File: src/rtl/serial_mul_div_pkg.sv
// Shared types and sizing helpers for the bit-serial sign-magnitude multiplier/divider.
package serial_mul_div_pkg;

    typedef enum logic {
        OP_MUL = 1'b0,
        OP_DIV = 1'b1
    } op_e;

    typedef enum logic [1:0] {
        ST_IDLE = 2'd0,
        ST_LOAD = 2'd1,
        ST_ITER = 2'd2,
        ST_DONE = 2'd3
    } state_e;

    function automatic int unsigned mag_bits(input int unsigned word_bits);
        return word_bits - 1;
    endfunction

    function automatic int unsigned acc_bits(input int unsigned word_bits);
        return 2 * (word_bits - 1);
    endfunction

    // Width of a counter that must hold 0..n-1.
    function automatic int unsigned cnt_bits(input int unsigned n);
        return (n <= 2) ? 1 : $clog2(n);
    endfunction

endpackage

File: src/rtl/serial_add_bit.sv
// One-bit serial adder/subtractor with a registered carry/borrow; clr forces a zero carry-in.
module serial_add_bit (
    input  logic clk,
    input  logic rst_n,
    input  logic clr,
    input  logic en,
    input  logic sub,
    input  logic x,
    input  logic y,
    output logic sum,
    output logic carry_nxt
);

    logic carry_q;
    logic cin;

    always_comb begin
        cin       = clr ? 1'b0 : carry_q;
        sum       = x ^ y ^ cin;
        carry_nxt = sub ? ((~x & y) | (~(x ^ y) & cin))
                        : ((x & y) | (cin & (x ^ y)));
    end

    always_ff @(posedge clk or negedge rst_n) begin
        if (!rst_n)  carry_q <= 1'b0;
        else if (en) carry_q <= carry_nxt;
    end

endmodule

File: src/rtl/serial_mul_div.sv
// Bit-serial sign-magnitude multiply / restoring divide, one ACC_BITS-cycle pass per iteration.
// Optional round-half-up of the product high word: define SERIAL_MUL_DIV_ROUND_EN.
module serial_mul_div
    import serial_mul_div_pkg::*;
#(
    parameter int unsigned WORD_BITS = 29
) (
    input  logic                 CLOCK,
    input  logic                 rst_n,
    input  logic                 start,
    input  logic                 abort,
    input  logic                 op,
    input  logic [WORD_BITS-1:0] a,
    input  logic [WORD_BITS-1:0] b_hi,
    input  logic [WORD_BITS-1:0] b_lo,
    output logic                 busy,
    output logic                 done,
    output logic                 ovf,
    output logic [WORD_BITS-1:0] p_hi,
    output logic [WORD_BITS-1:0] p_lo
);

    localparam int unsigned MAG  = mag_bits(WORD_BITS);
    localparam int unsigned ACC  = acc_bits(WORD_BITS);
    localparam int unsigned BT_W = cnt_bits(ACC);
    localparam int unsigned IT_W = cnt_bits(MAG);

    state_e          state, state_nxt;
    op_e             op_q;
    logic [BT_W-1:0] bt;
    logic [IT_W-1:0] it;
    logic [ACC-1:0]  id_line, pn, id_rot;
    logic [ACC-2:0]  sum_line;
    logic [MAG-1:0]  mq;
    logic            sign_a, sign_b, ovf_pend;

    logic wrap, last_it, div_ovf, add_y, sum_bit, carry_nxt, commit;
    logic busy_nxt, done_nxt, op_cap, load_en, iter_en, res_upd;
    logic [WORD_BITS-1:0] res_hi, res_lo;

    assign wrap    = (bt == BT_W'(ACC - 1));
    assign last_it = (it == IT_W'(MAG - 1));
    assign div_ovf = (op_q == OP_DIV) && (b_hi[WORD_BITS-1:1] >= a[WORD_BITS-1:1]);
    assign id_rot  = {id_line[0], id_line[ACC-1:1]};

    // MUL adds ID only when the current multiplier bit is set; DIV always trial-subtracts.
    assign add_y  = id_line[0] & ((op_q == OP_DIV) | mq[0]);
    assign commit = (op_q == OP_MUL) | ~carry_nxt;

    serial_add_bit u_add (
        .clk       (CLOCK),
        .rst_n     (rst_n),
        .clr       (bt == '0),
        .en        (iter_en),
        .sub       (op_q == OP_DIV),
        .x         (pn[0]),
        .y         (add_y),
        .sum       (sum_bit),
        .carry_nxt (carry_nxt)
    );

    always_ff @(posedge CLOCK or negedge rst_n) begin
        if (!rst_n) state <= ST_IDLE;
        else        state <= state_nxt;
    end

    always_comb begin
        state_nxt = state;
        case (state)
            ST_IDLE: if (start && !abort) state_nxt = ST_LOAD;
            ST_LOAD: begin
                if (abort)        state_nxt = ST_IDLE;
                else if (div_ovf) state_nxt = ST_DONE;
                else              state_nxt = ST_ITER;
            end
            ST_ITER: begin
                if (abort)                state_nxt = ST_IDLE;
                else if (wrap && last_it) state_nxt = ST_DONE;
            end
            ST_DONE: state_nxt = ST_IDLE;
            default: state_nxt = ST_IDLE;
        endcase
    end

    always_comb begin
        busy_nxt = (state_nxt == ST_LOAD) || (state_nxt == ST_ITER);
        done_nxt = (state == ST_DONE);
        res_upd  = (state == ST_DONE);
        op_cap   = (state == ST_IDLE) && start && !abort;
        load_en  = (state == ST_LOAD) && !abort;
        iter_en  = (state == ST_ITER) && !abort;
    end

    // Operand lines rotate LSB first; a full pass returns them to their original alignment.
    always_ff @(posedge CLOCK or negedge rst_n) begin
        if (!rst_n) begin
            op_q     <= OP_MUL;
            bt       <= '0;
            it       <= '0;
            id_line  <= '0;
            pn       <= '0;
            sum_line <= '0;
            mq       <= '0;
            sign_a   <= 1'b0;
            sign_b   <= 1'b0;
            ovf_pend <= 1'b0;
        end else begin
            if (op_cap) op_q <= op_e'(op);
            if (load_en) begin
                bt       <= '0;
                it       <= '0;
                sum_line <= '0;
                sign_a   <= a[0];
                ovf_pend <= div_ovf;
                if (op_q == OP_MUL) begin
                    id_line <= ACC'(a[WORD_BITS-1:1]);
                    mq      <= b_lo[WORD_BITS-1:1];
                    pn      <= '0;
                    sign_b  <= b_lo[0];
                end else begin
                    id_line <= ACC'(a[WORD_BITS-1:1]) << (MAG - 1);
                    mq      <= '0;
                    pn      <= {b_hi[WORD_BITS-1:1], b_lo[WORD_BITS-1:1]};
                    sign_b  <= b_hi[0];
                end
            end else if (iter_en) begin
                sum_line <= {sum_bit, sum_line[ACC-2:1]};
                pn       <= {pn[0], pn[ACC-1:1]};
                id_line  <= id_rot;
                bt       <= bt + BT_W'(1);
                if (wrap) begin
                    bt <= '0;
                    it <= it + IT_W'(1);
                    if (commit) pn <= {sum_bit, sum_line};
                    if (op_q == OP_MUL) begin
                        id_line <= id_rot << 1;
                        mq      <= mq >> 1;
                    end else begin
                        id_line <= id_rot >> 1;
                        mq      <= {mq[MAG-2:0], commit};
                    end
                end
            end
        end
    end

    // Result formatting: sign-magnitude with bit 0 as sign, zero magnitudes never negative.
    always_comb begin
        logic [MAG-1:0] mag_hi;
        logic           s_prod;
        mag_hi = '0;
        s_prod = 1'b0;
        res_hi = '0;
        res_lo = '0;
        if (!ovf_pend) begin
            if (op_q == OP_MUL) begin
`ifdef SERIAL_MUL_DIV_ROUND_EN
                mag_hi = pn[ACC-1:MAG] + MAG'(pn[MAG-1]);
`else
                mag_hi = pn[ACC-1:MAG];
`endif
                s_prod = (sign_a ^ sign_b) & (|pn);
                res_hi = {mag_hi, s_prod};
                res_lo = {pn[MAG-1:0], s_prod};
            end else begin
                res_lo = {mq, (sign_a ^ sign_b) & (|mq)};
                res_hi = {pn[MAG-1:0], sign_b & (|pn[MAG-1:0])};
            end
        end
    end

    always_ff @(posedge CLOCK or negedge rst_n) begin
        if (!rst_n) begin
            busy <= 1'b0;
            done <= 1'b0;
            ovf  <= 1'b0;
            p_hi <= '0;
            p_lo <= '0;
        end else begin
            busy <= busy_nxt;
            done <= done_nxt;
            if (res_upd) begin
                ovf  <= ovf_pend;
                p_hi <= res_hi;
                p_lo <= res_lo;
            end
        end
    end

endmodule

File: config.mk
export PLATFORM = sky130hd
export DESIGN_NAME = serial_mul_div
export DESIGN_NICKNAME = d
export VERILOG_FILES = /design/src/rtl/serial_mul_div_pkg.sv /design/src/rtl/serial_add_bit.sv /design/src/rtl/serial_mul_div.sv
export SDC_FILE = /design/constraint.sdc
export NUM_CORES = 1
export LEC_CHECK = 0
export BUFFER_PORTS_ARGS = -buffer_cell sky130_fd_sc_hd__clkbuf_2
export CORE_AREA = 2 2 158 160
export CTS_BUF_LIST = sky130_fd_sc_hd__clkbuf_4 sky130_fd_sc_hd__clkbuf_8 sky130_fd_sc_hd__clkbuf_16
export DETAILED_ROUTE_END_ITERATION = 6
export DIE_AREA = 0 0 160 162
export GPL_TIMING_DRIVEN = 0
export PLACE_DENSITY = 0.8
export SLEW_MARGIN = 20
export SYNTH_ARGS = -nofsm -noshare
export SYNTH_HDL_FRONTEND = slang
export SYNTH_SLANG_ARGS = --single-unit
File: constraint.sdc
create_clock -name CLOCK -period 6.9 [get_ports CLOCK]
set_input_delay 0.345 -clock CLOCK [delete_from_list [all_inputs] [get_ports CLOCK]]
set_output_delay 0.345 -clock CLOCK [all_outputs]
set_load 0.01 [all_outputs]
Word level (Yosys, flattened, before mapping)
Cells that the tools add are included.
Cells by class
  reductions and logical operators: 18
  $lt $le $gt $ge: 1
  $add $sub $neg: 2
  eq/ne operators: 8
  muxes and demuxes: 36
  bitwise operators: 19
Operators with widths (number)
  56-bit two-way mux: 9
  55-bit two-way mux: 3
  28-bit two-way mux: 5
  29-bit two-way mux: 4
  28-bit OR reduction: 2
  56-bit OR reduction: 1
  28-bit >= comparator: 1
  6-bit two-way mux: 3
  5-bit two-way mux: 3
  1-bit AND: 8
  2-bit two-way mux: 4
  2-bit case mux with 4 select lines: 1
  1-bit logical AND: 7
  6-bit by 1-bit adder with 6-bit output, second input constant: 1
  2-bit equality test, second input constant: 3
  6-bit equality test, second input constant: 1
  6-bit logical NOT: 1
  5-bit by 1-bit adder with 5-bit output, second input constant: 1
  5-bit equality test, second input constant: 1
  2-bit by 1-bit equality test with 1-bit output, second input constant: 2
  1-bit two-way mux: 4
  1-bit inverter: 4
  1-bit bitwise OR: 4
  2-bit AND reduction: 2
  6 further kinds: 9
Storage, ports and cells
  output and inout bits: 61
  word-level logic and storage cells: 102
  flip-flop bits (word level): 274
  input bits: 92

Depth between registers and ports, before layout
Gate-level depths: netlist (run 1).
  word-level depth: 13
  gate-level depth with buffers: 13
  gate-level depth less buffers: 11

Modules after synthesis
From an unflattened synthesis (run 1), not the netlist that was laid out.
Unflattened totals
  cell total of the unflattened synthesis: 1470
  area, all modules: 14316.2 µm²
Modules (own cells, without submodules)
  serial_mul_div: seq. area each 6831.6 µm², times used 1, cells an instance 1462, area each 14212.4 µm²
  serial_add_bit: seq. area each 25.0 µm², times used 1, cells an instance 8, area each 103.8 µm²

Least setup slack after synthesis (run 1)
OpenSTA, ideal clock, no wires.
  path kind: register to register
  start point: register op_q
  end point: register pn[28]
  cell stages (with the launch flop): 13
  required time: 6836 ps
  arrival time: 2759 ps
  buffers on the path: 5
  clock period less this slack: 2824 ps
  setup slack: 4076 ps
  setup time: 64 ps
  cells stage by stage: dfrtp_1 clkbuf_1 clkbuf_1 clkbuf_1 o21ai_0 fa_1 nor2b_1 nor3_2 buf_6 buf_6 mux2i_1 a211oi_1 a21o_1
Between the ends
  cells in the longest elaborated chain, start to end: 13
  elaborated cells on any way between the ends: 19
  those cells by class: 6 x mux; 13 x bitwise
Ends and longest elaborated chain
  start, declared: RTL line serial_mul_div.sv:29  | op_e op_q;
  start signal, assigned: RTL line serial_mul_div.sv:108  | if (op_cap) op_q <= op_e'(op);
  1-bit bitwise OR: RTL line serial_mul_div.sv:47  | assign add_y = id_line[0] & ((op_q == OP_DIV) | mq[0]);
  1-bit AND: RTL line serial_mul_div.sv:47
  1-bit bitwise XOR: RTL line serial_add_bit.sv:20, serial_add_bit.sv:21
  1-bit inverter: RTL line serial_add_bit.sv:20  | carry_nxt = sub ? ((~x & y) | (~(x ^ y) & cin))
  1-bit AND: RTL line serial_add_bit.sv:20
  1-bit bitwise OR: RTL line serial_add_bit.sv:20
  1-bit two-way mux: RTL line serial_add_bit.sv:20
  1-bit inverter: RTL line serial_mul_div.sv:48  | assign commit = (op_q == OP_MUL) | ~carry_nxt;
  1-bit bitwise OR: RTL line serial_mul_div.sv:48
  56-bit two-way mux: RTL line serial_mul_div.sv:134  | if (commit) pn <= {sum_bit, sum_line};
  56-bit two-way mux: RTL line serial_mul_div.sv:131  | if (wrap) begin
  56-bit two-way mux: RTL line serial_mul_div.sv:126  | end else if (iter_en) begin
  56-bit two-way mux *: RTL line serial_mul_div.sv:109  | if (load_en) begin
  end signal, assigned: RTL line serial_mul_div.sv:123  | pn <= {b_hi[WORD_BITS-1:1], b_lo[WORD_BITS-1:1]};
  end signal, assigned: RTL line serial_mul_div.sv:128  | pn <= {pn[0], pn[ACC-1:1]};
  end signal, assigned: RTL line serial_mul_div.sv:134
  end, declared: RTL line serial_mul_div.sv:32  | logic [ACC-1:0] id_line, pn, id_rot;
Every way passes the cells marked *; elsewhere a longest branch is shown, timed or not. The select of a mux whose other input is x is not followed.
A chain may end at the register's enable or synchronous reset.

Worst setup path in the final report (run 1)
  start point: register op_q
  end point: register pn[10]
Same word-level chain as after synthesis.

==> results by group, run 1 <==
Placement
  – Placed insts: 1949
  – Placement Setup Slack: 3249 ps
  – Number of I/O port buffers: 152
  – DP HPWL: 32670 um
  – Placer congestion estimate: 0.9960

Die
  – Rows: 57
  – Die width: 160 um
  – Die height: 162 um
  – IO Count: 153
  – Initial Util: 59.37%
  – Die area: 0.02592 sq mm
  – Core ar.: 0.02411 sq mm

STA
  – Final Slew Violations: 0
  – Slew at the pin with the worst max-slew slack: 898.9 ps
  – RSZ-0062 raised after global routing: false
  – Max_slew headroom: 40.07%
  – Worst Skew: 17.69 ps
  – Final setup viols: 0
  – Maximum clock rate: 261.7 MHz
  – Setup ws final: 3078 ps
  – Setup TNS Final: 0 ps
  – Final period util: 55.39%
  – Tmin final: 3822 ps
  – Hold Fails Final Rpt: 0

Final layout
  – Antenna Cells: 0
  – Share of cells above drive strength 1: 14.52%
  – Layout fillers: 1924
  – Layout net count: 1783
  – Area Growth Syn to Fin: 16.61%
  – Post-Layout Cell Count: 2004

Logic synthesis
  – Synthesis Warnings: 0
  – Post-synth EDFFs: 0
  – Largest area contributor in the netlist: dfrtp_1
  – Yosys cell types: 52
  – Post-synthesis register bit count: 274
  – Top cell type's share of synthesized area: 47.91%
  – Ys flop type: dfrtp_1
  – Sequential share of the synthesized area: 47.91%
  – Cells after Synth: 1470
  – Mapped Area: 0.01431 sq mm
  – Net Count, Synth: 1595
  – Ys async rst share: 100.0%
  – Synth top area cells: dfrtp_1 48%, mux2i_1 7.8%, a22o_1 6.7%
  – Mean Syn Cell Area: 9.736 sq um

GRT
  – Largest net degree at the start of global routing: 93
  – Total track usage: 33.83%
  – Vias in the first global route: 12740
  – Total gr overflow: 0
  – GRT busiest layer: met2
  – Met1 usage: 44.37%
  – Initial antenna violation count: 0
  – Met3 usage in global routing: 5.975%
  – First-pass GRT wire length: 69700 um
  – Met2 Use GR: 55.23%

Setup path
  – Critical path's most frequent cell: clkbuf_1
  – WP data arrival: 4310 ps
  – Slowest stage delay, CP: 520 ps
  – Crit-path max FO: 10
  – CP endpoint kind: register
  – Crit-path slowest cell: clkbuf_1
  – CP cell instances: clkbuf_1 -> clkbuf_1 -> clkbuf_1 -> o21ai_0 -> fa_1 -> nor2b_1 -> nor3_2 -> buf_4 -> mux2i_1 -> a211oi_1 -> a21o_1
  – Worst path required time: 7390 ps
  – WP buf/inv: 4
  – Largest delay contributor family on the critical path: buffers and inverters
  – Startpoint Class: register
  – Worst setup path class: reg -> reg

Clock tree
  – Clock Sinks: 274
  – CTS Buf Count: 29
  – Root buffer cell: clkbuf_16
  – H-Tree Depth: 1
  – Reg clk slew, reported paths: 60 ps
  – TritonCTS clock tree: built
  – CTS Buffer Depth: 3
  – Worst skew pair latency: 550 ps
  – Post-CTS setup buffer count: 0

Power
  – Worst VDD drop: 0.0002560 V
  – P_leak: 7.903 nW
  – Power density cells: 390.4 mW/mm^2

Route
  – DRC viols: 0
  – Vias per Instance: 6.508
  – Initial DRC count: 1450
  – DRT Pass-1 Iters: 6
  – Drt wl/cell: 22.16 um
  – WL final: 44400 um
  – Total via count in the routed design: 13040
  – Antenna-violating nets left: 0

Flow run
  – MaxCap Viol Count: 0

Outcome
  – Outcome: finished, final reports clean

Hold path
  – Worst Hold Class: in -> reg
cells in the final DEF, fill, tap and decap left out, drive strengths merged, types with 2 or more instances in the layout:
master	synthesis	routed
o21ai	76	76
a22o	109	109
fa	2	2
nand2	142	142
buf	38	41
a211oi	59	59
a21oi	178	178
or2	2	2
a31oi	29	29
a21o	58	58
inv	36	37
nand3	13	13
nor2	103	103
nor4	24	24
o31ai	3	3
clkbuf	87	276
dlygate4sd3	0	2
nor2b	2	2
clkinv	0	5
nor3	4	4
a22oi	54	54
xor2	4	4
mux2i	112	112
ha	31	31
dfrtp	274	274
bufinv	0	7
clkinvlp	0	3
nand4	13	13
o211ai	2	2
final cells by class:
class	instances	area, sq um	share of cell area [%]
Buffer	125	550.5	3.299
Clock buffer	37	829.5	4.971
Clock inverter	16	270.3	1.619
Inverter	36	135.1	0.8097
Multi-Input combinational cell	1035	6769	40.56
Sequential cell	274	6857	41.09
Tap cell	324	405.4	2.429
Timing Repair Buffer	157	872.1	5.226
cell usage after synthesis, types with 14 or more instances:
| cell type | n |
|---|---|
| dfrtp_1 | 274 |
| o21ai_1 | 49 |
| nor4_1 | 24 |
| inv_1 | 35 |
| a22o_1 | 109 |
| nand2_1 | 141 |
| a21o_1 | 58 |
| a211oi_1 | 59 |
| a21oi_1 | 178 |
| a31oi_1 | 29 |
| mux2i_1 | 112 |
| buf_2 | 14 |
| o21ai_0 | 26 |
| nor2_1 | 99 |
| clkbuf_1 | 87 |
| ha_1 | 31 |
| a22oi_1 | 54 |
worst reg2reg max path, cell delays in order (launching register included):
cell      delay (ps)
dfrtp_1          330
clkbuf_1         300
clkbuf_1         520
clkbuf_1         500
o21ai_0          330
fa_1             490
nor2b_1          190
nor3_2           130
buf_4            250
mux2i_1          140
a211oi_1         450
a21o_1           130
layer usage:
metal | part of all wire (%) | vias up
li1 | - | 5791
met1 | 40 | 6439
met2 | 47 | 673
met3 | 7.9 | 139
met4 | 5.1 | 0
met5 | 0 | -
logic make-up after synthesis:
group	count (synthesis)	share of synthesized area, %
flops	274	47.91
buf+inv	161	4.791
fa+ha+maj	33	2.990
mux	113	7.912
simple gates	310	9.635
compound gates	574	26.46
xor+xnor	5	0.3060
power by group:
| part | internal [mW] | switching (mW) | total (mW) | leakage [nW] |
|---|---|---|---|---|
| Sequential | 2.16 | 0.666 | 2.83 | 3.49 |
| Clock | 1.11 | 0.672 | 1.78 | 0.536 |
| Combinational | 0.847 | 1.06 | 1.90 | 3.88 |
stage by stage:
step           total power, mW  cell area, sq um  util, %  hold WS [ps]
6_report                 6.515             16690    69.23         9.139
5_1_grt                  6.827             16690    69.23         16.42
4_1_cts                  6.472             16690    69.23         10.69
3_5_place_dp             4.694             15570    64.59         308.1
3_3_place_gp             4.607             15480    64.21         453.7
2_1_floorplan            3.895             14310        -         49.41
flip-flops by register name, summed over array words and instances, names as in the netlist:
| name | flops |
|---|---|
| u_add.carry_q | 1 |
| mq | 28 |
| p_lo | 29 |
| sign_b | 1 |
| busy | 1 |
| id_line | 56 |
| bt | 6 |
| p_hi | 29 |
| it | 5 |
| done | 1 |
| sign_a | 1 |
| op_q | 1 |
| ovf_pend | 1 |
| state | 2 |
| pn | 56 |
| sum_line | 55 |
| ovf | 1 |
final timing paths:
| path | startpoint | end | slack (ps) | cells after the start |
|---|---|---|---|---|
| setup / recovery | op_q | pn[10] | 3080 | 11 |
| hold / removal | a[0] | sign_a | 9 | 3 |
| setup reg to reg | op_q | pn[10] | 3080 | 11 |
| hold reg to reg | p_lo[4] | p_lo[4] | 480 | 2 |
| max in group asynchronous | rst_n | id_line[51] | 5460 | 4 |
| min in group asynchronous | rst_n | p_hi[15] | 310 | 2 |
timing repair:
item	CTS	global route
resized for setup	0	0
hold buffers	2	0
endpoints found under the hold margin	43	0
Note: power is estimated with default switching activity, not from simulation.
==> inputs of run 2 (changes only) <==
Settings changed: CORE_AREA 2 2 158 160 to 2 2 166 168, DIE_AREA 0 0 160 162 to 0 0 168 170, PLACE_DENSITY 0.8 to 0.77.
Clock period 6.9 ns to 3.3 ns, I/O delays scaled along.
==> results by group, run 2 (synthesized netlist as in run 1, its figures left out) <==
Final layout
  – Area Growth Syn to Fin: 17.04% (was 16.61%)
  – Post-Layout Cell Count: 2028 (was 2004)
  – Share of cells above drive strength 1: 14.29% (was 14.52%)
  – Layout fillers: 2231 (was 1924)
  – Commonest non-fill, non-tap cell in the layout: dfrtp_1 (unchanged)
  – Commonest cells after routing, fill and taps aside: 274 x dfrtp_1, 178 x a21oi_1, 151 x clkbuf_2 (unchanged)
  – Layout net count: 1794 (was 1783)
  – Antenna Cells: 0 (unchanged)
  – Largest registers: id_line x56, pn x56, sum_line x55 (unchanged)
  – Design Area, Final: 0.01675 sq mm (was 0.01669 sq mm)

GRT
  – Vias in the first global route: 12690 (was 12740)
  – First-pass GRT wire length: 70120 um (was 69700 um)
  – Total gr overflow: 0 (unchanged)
  – Largest net degree at the start of global routing: 93 (unchanged)
  – Total track usage: 31.18% (was 33.83%)
  – Initial antenna violation count: 0 (unchanged)

Route
  – Initial DRC count: 1428 (was 1450)
  – Vias per Instance: 6.403 (was 6.508)
  – Drt wl/cell: 21.81 um (was 22.16 um)
  – Total via count in the routed design: 12990 (was 13040)
  – DRC viols: 0 (unchanged)
  – Antenna-violating nets left: 0 (unchanged)
  – WL final: 44240 um (was 44400 um)
  – DRT Pass-1 Iters: 6 (unchanged)

Power
  – P_leak: 7.927 nW (was 7.903 nW)
  – Worst VDD drop: 0.0004749 V (was 0.0002560 V)
  – Sw power: 4.923 mW (was 2.395 mW)
  – Clk pwr share: 26.1% (was 27.3%)
  – Comb power frac: 29.8% (was 29.2%)
  – Power density cells: 799.2 mW/mm^2 (was 390.4 mW/mm^2)
  – P_int: 8.463 mW (was 4.120 mW)
  – Sw frac: 36.78% (was 36.76%)
  – Flop pwr share: 44.1% (was 43.4%)

Hold path
  – Worst Hold Class: in -> reg (unchanged)
  – WHS Path Cells: 3 (unchanged)

Setup path
  – Slowest stage delay, CP: 460 ps (was 520 ps)
  – Endpoint of the worst register-to-register path: pn[30] (was pn[10])
  – FF-to-FF Start: op_q (unchanged)
  – Worst Setup EP: pn[30] (was pn[10])
  – WP data arrival: 3580 ps (was 4310 ps)
  – Depth of the worst register-to-register path: 11 (unchanged)
  – WP buf/inv: 4 (unchanged)
  – Worst path required time: 3790 ps (was 7390 ps)
  – CP cell instances: clkbuf_1 -> clkbuf_4 -> o21ai_1 -> fa_1 -> nor2b_1 -> nor3_4 -> buf_6 -> buf_6 -> mux2i_1 -> a211oi_1 -> a21o_1 (was clkbuf_1 -> clkbuf_1 -> clkbuf_1 -> o21ai_0 -> fa_1 -> nor2b_1 -> nor3_2 -> buf_4 -> mux2i_1 -> a211oi_1 -> a21o_1)
  – R2R Setup Slk: 210 ps (was 3080 ps)
  – Worst setup path class: reg -> reg (unchanged)
  – Critical path origin: op_q (unchanged)
  – Critical path's most frequent cell: buf_6 (was clkbuf_1)
  – Crit-path max FO: 19 (was 10)
  – Largest delay contributor family on the critical path: buffers and inverters (unchanged)
  – Startpoint Class: register (unchanged)
  – Crit path depth: 11 (unchanged)
  – Crit-path slowest cell: fa_1 (was clkbuf_1)
  – CP endpoint kind: register (unchanged)

Die
  – Die area: 0.02856 sq mm (was 0.02592 sq mm)
  – IO Count: 153 (unchanged)
  – Core ar.: 0.02665 sq mm (was 0.02411 sq mm)
  – Die height: 170 um (was 162 um)
  – Initial Util: 53.70% (was 59.37%)
  – Rows: 60 (was 57)
  – Die width: 168 um (was 160 um)

STA
  – Hold Fails Final Rpt: 0 (unchanged)
  – Final Slew Violations: 0 (unchanged)
  – Slew at the pin with the worst max-slew slack: 884.7 ps (was 898.9 ps)
  – Maximum clock rate: 323.5 MHz (was 261.7 MHz)
  – Worst Skew: 18.62 ps (was 17.69 ps)
  – Setup TNS Final: 0 ps (unchanged)
  – RSZ-0062 raised after global routing: false (unchanged)
  – Final period util: 93.67% (was 55.39%)
  – Tmin final: 3091 ps (was 3822 ps)
  – Final setup viols: 0 (unchanged)
  – Max_slew headroom: 41.02% (was 40.07%)
  – WHS: 14.21 ps (was 9.139 ps)
  – Setup ws final: 208.9 ps (was 3078 ps)

Clock tree
  – CTS Buffer Depth: 3 (unchanged)
  – Clock Sinks: 274 (unchanged)
  – H-Tree Depth: 1 (unchanged)
  – Root buffer cell: clkbuf_16 (unchanged)
  – Worst skew pair latency: 560 ps (was 550 ps)
  – Reg clk slew, reported paths: 60 ps (about the same)
  – CTS Buf Count: 29 (unchanged)
  – TritonCTS clock tree: built (unchanged)

Placement
  – Placement Setup Slack: -421.3 ps (was 3249 ps)
  – Placed insts: 1966 (was 1949)
  – Placer congestion estimate: 0.9477 (was 0.9960)
  – Number of I/O port buffers: 152 (unchanged)
  – DP HPWL: 32930 um (was 32670 um)
  – Post-DP Area: 0.01559 sq mm (was 0.01557 sq mm)

Outcome
  – Outcome: finished, final reports clean (unchanged)

Flow run
  – MaxCap Viol Count: 0 (unchanged)
[run 2: power by group through the flow]
stage / registers (mW) / clock network [mW] / logic (mW)
2_1_floorplan: 5.54 / 0 / 2.60
3_3_place_gp: 5.86 / 0 / 3.79
3_5_place_dp: 5.90 / 0 / 3.92
4_1_cts: 5.84 / 3.52 / 3.97
5_1_grt: 6.03 / 3.66 / 4.44
6_report: 5.90 / 3.50 / 3.98
[run 2: worst reg2reg max path, stage by stage, from the launching register on]
cell      delay, ps
dfrtp_1         320
clkbuf_1        340
clkbuf_4        410
o21ai_1         200
fa_1            470
nor2b_1         260
nor3_4          110
buf_6           210
buf_6           170
mux2i_1         130
a211oi_1        310
a21o_1          120
[run 2: through the flow]
step                      total power, mW  utilization [%]
final                               13.39            62.85
after global routing                14.13            62.85
after CTS                           13.33            62.82
after detailed placement            9.820            58.50
after global placement              9.652            58.15
after floorplan                     8.144                -
[run 2: what timing repair did]
item | CTS | global route
hold endpoints to repair | 105 | 0
setup buffers | 0 | 0
setup endpoints to repair | 56 | 38
resized for setup | 1 | 4
hold buffers | 14 | 0
[run 2: worst min-delay path by stage]
stage               slack [ps]  startpoint           to
floorplan                 -130       rst_n        bt[0]
global placement           370        a[0]       sign_a
detailed placement         130       rst_n     p_hi[16]
CTS                          7       a[12]  id_line[11]
global route                40     b_lo[1]        mq[0]
finish                      10       a[10]   id_line[9]
[run 2: cell type report]
cell class / instances / area, sq um / area share (%)
Sequential cell: 274 / 6857 / 40.94
Buffer: 124 / 550.5 / 3.287
Inverter: 36 / 135.1 / 0.8068
Clock inverter: 10 / 175.2 / 1.046
Clock buffer: 39 / 838.3 / 5.005
Tap cell: 341 / 426.7 / 2.547
Multi-Input combinational cell: 1035 / 6775 / 40.45
Timing Repair Buffer: 169 / 992.2 / 5.924
[run 2: per-layer routing]
metal / routed length (um) / GRT usage (%)
met3: 3510 / 4.372
met1: 18060 / 42.12
met4: 1976 / 12.67
met2: 20680 / 51.08
met5: 0 / 0
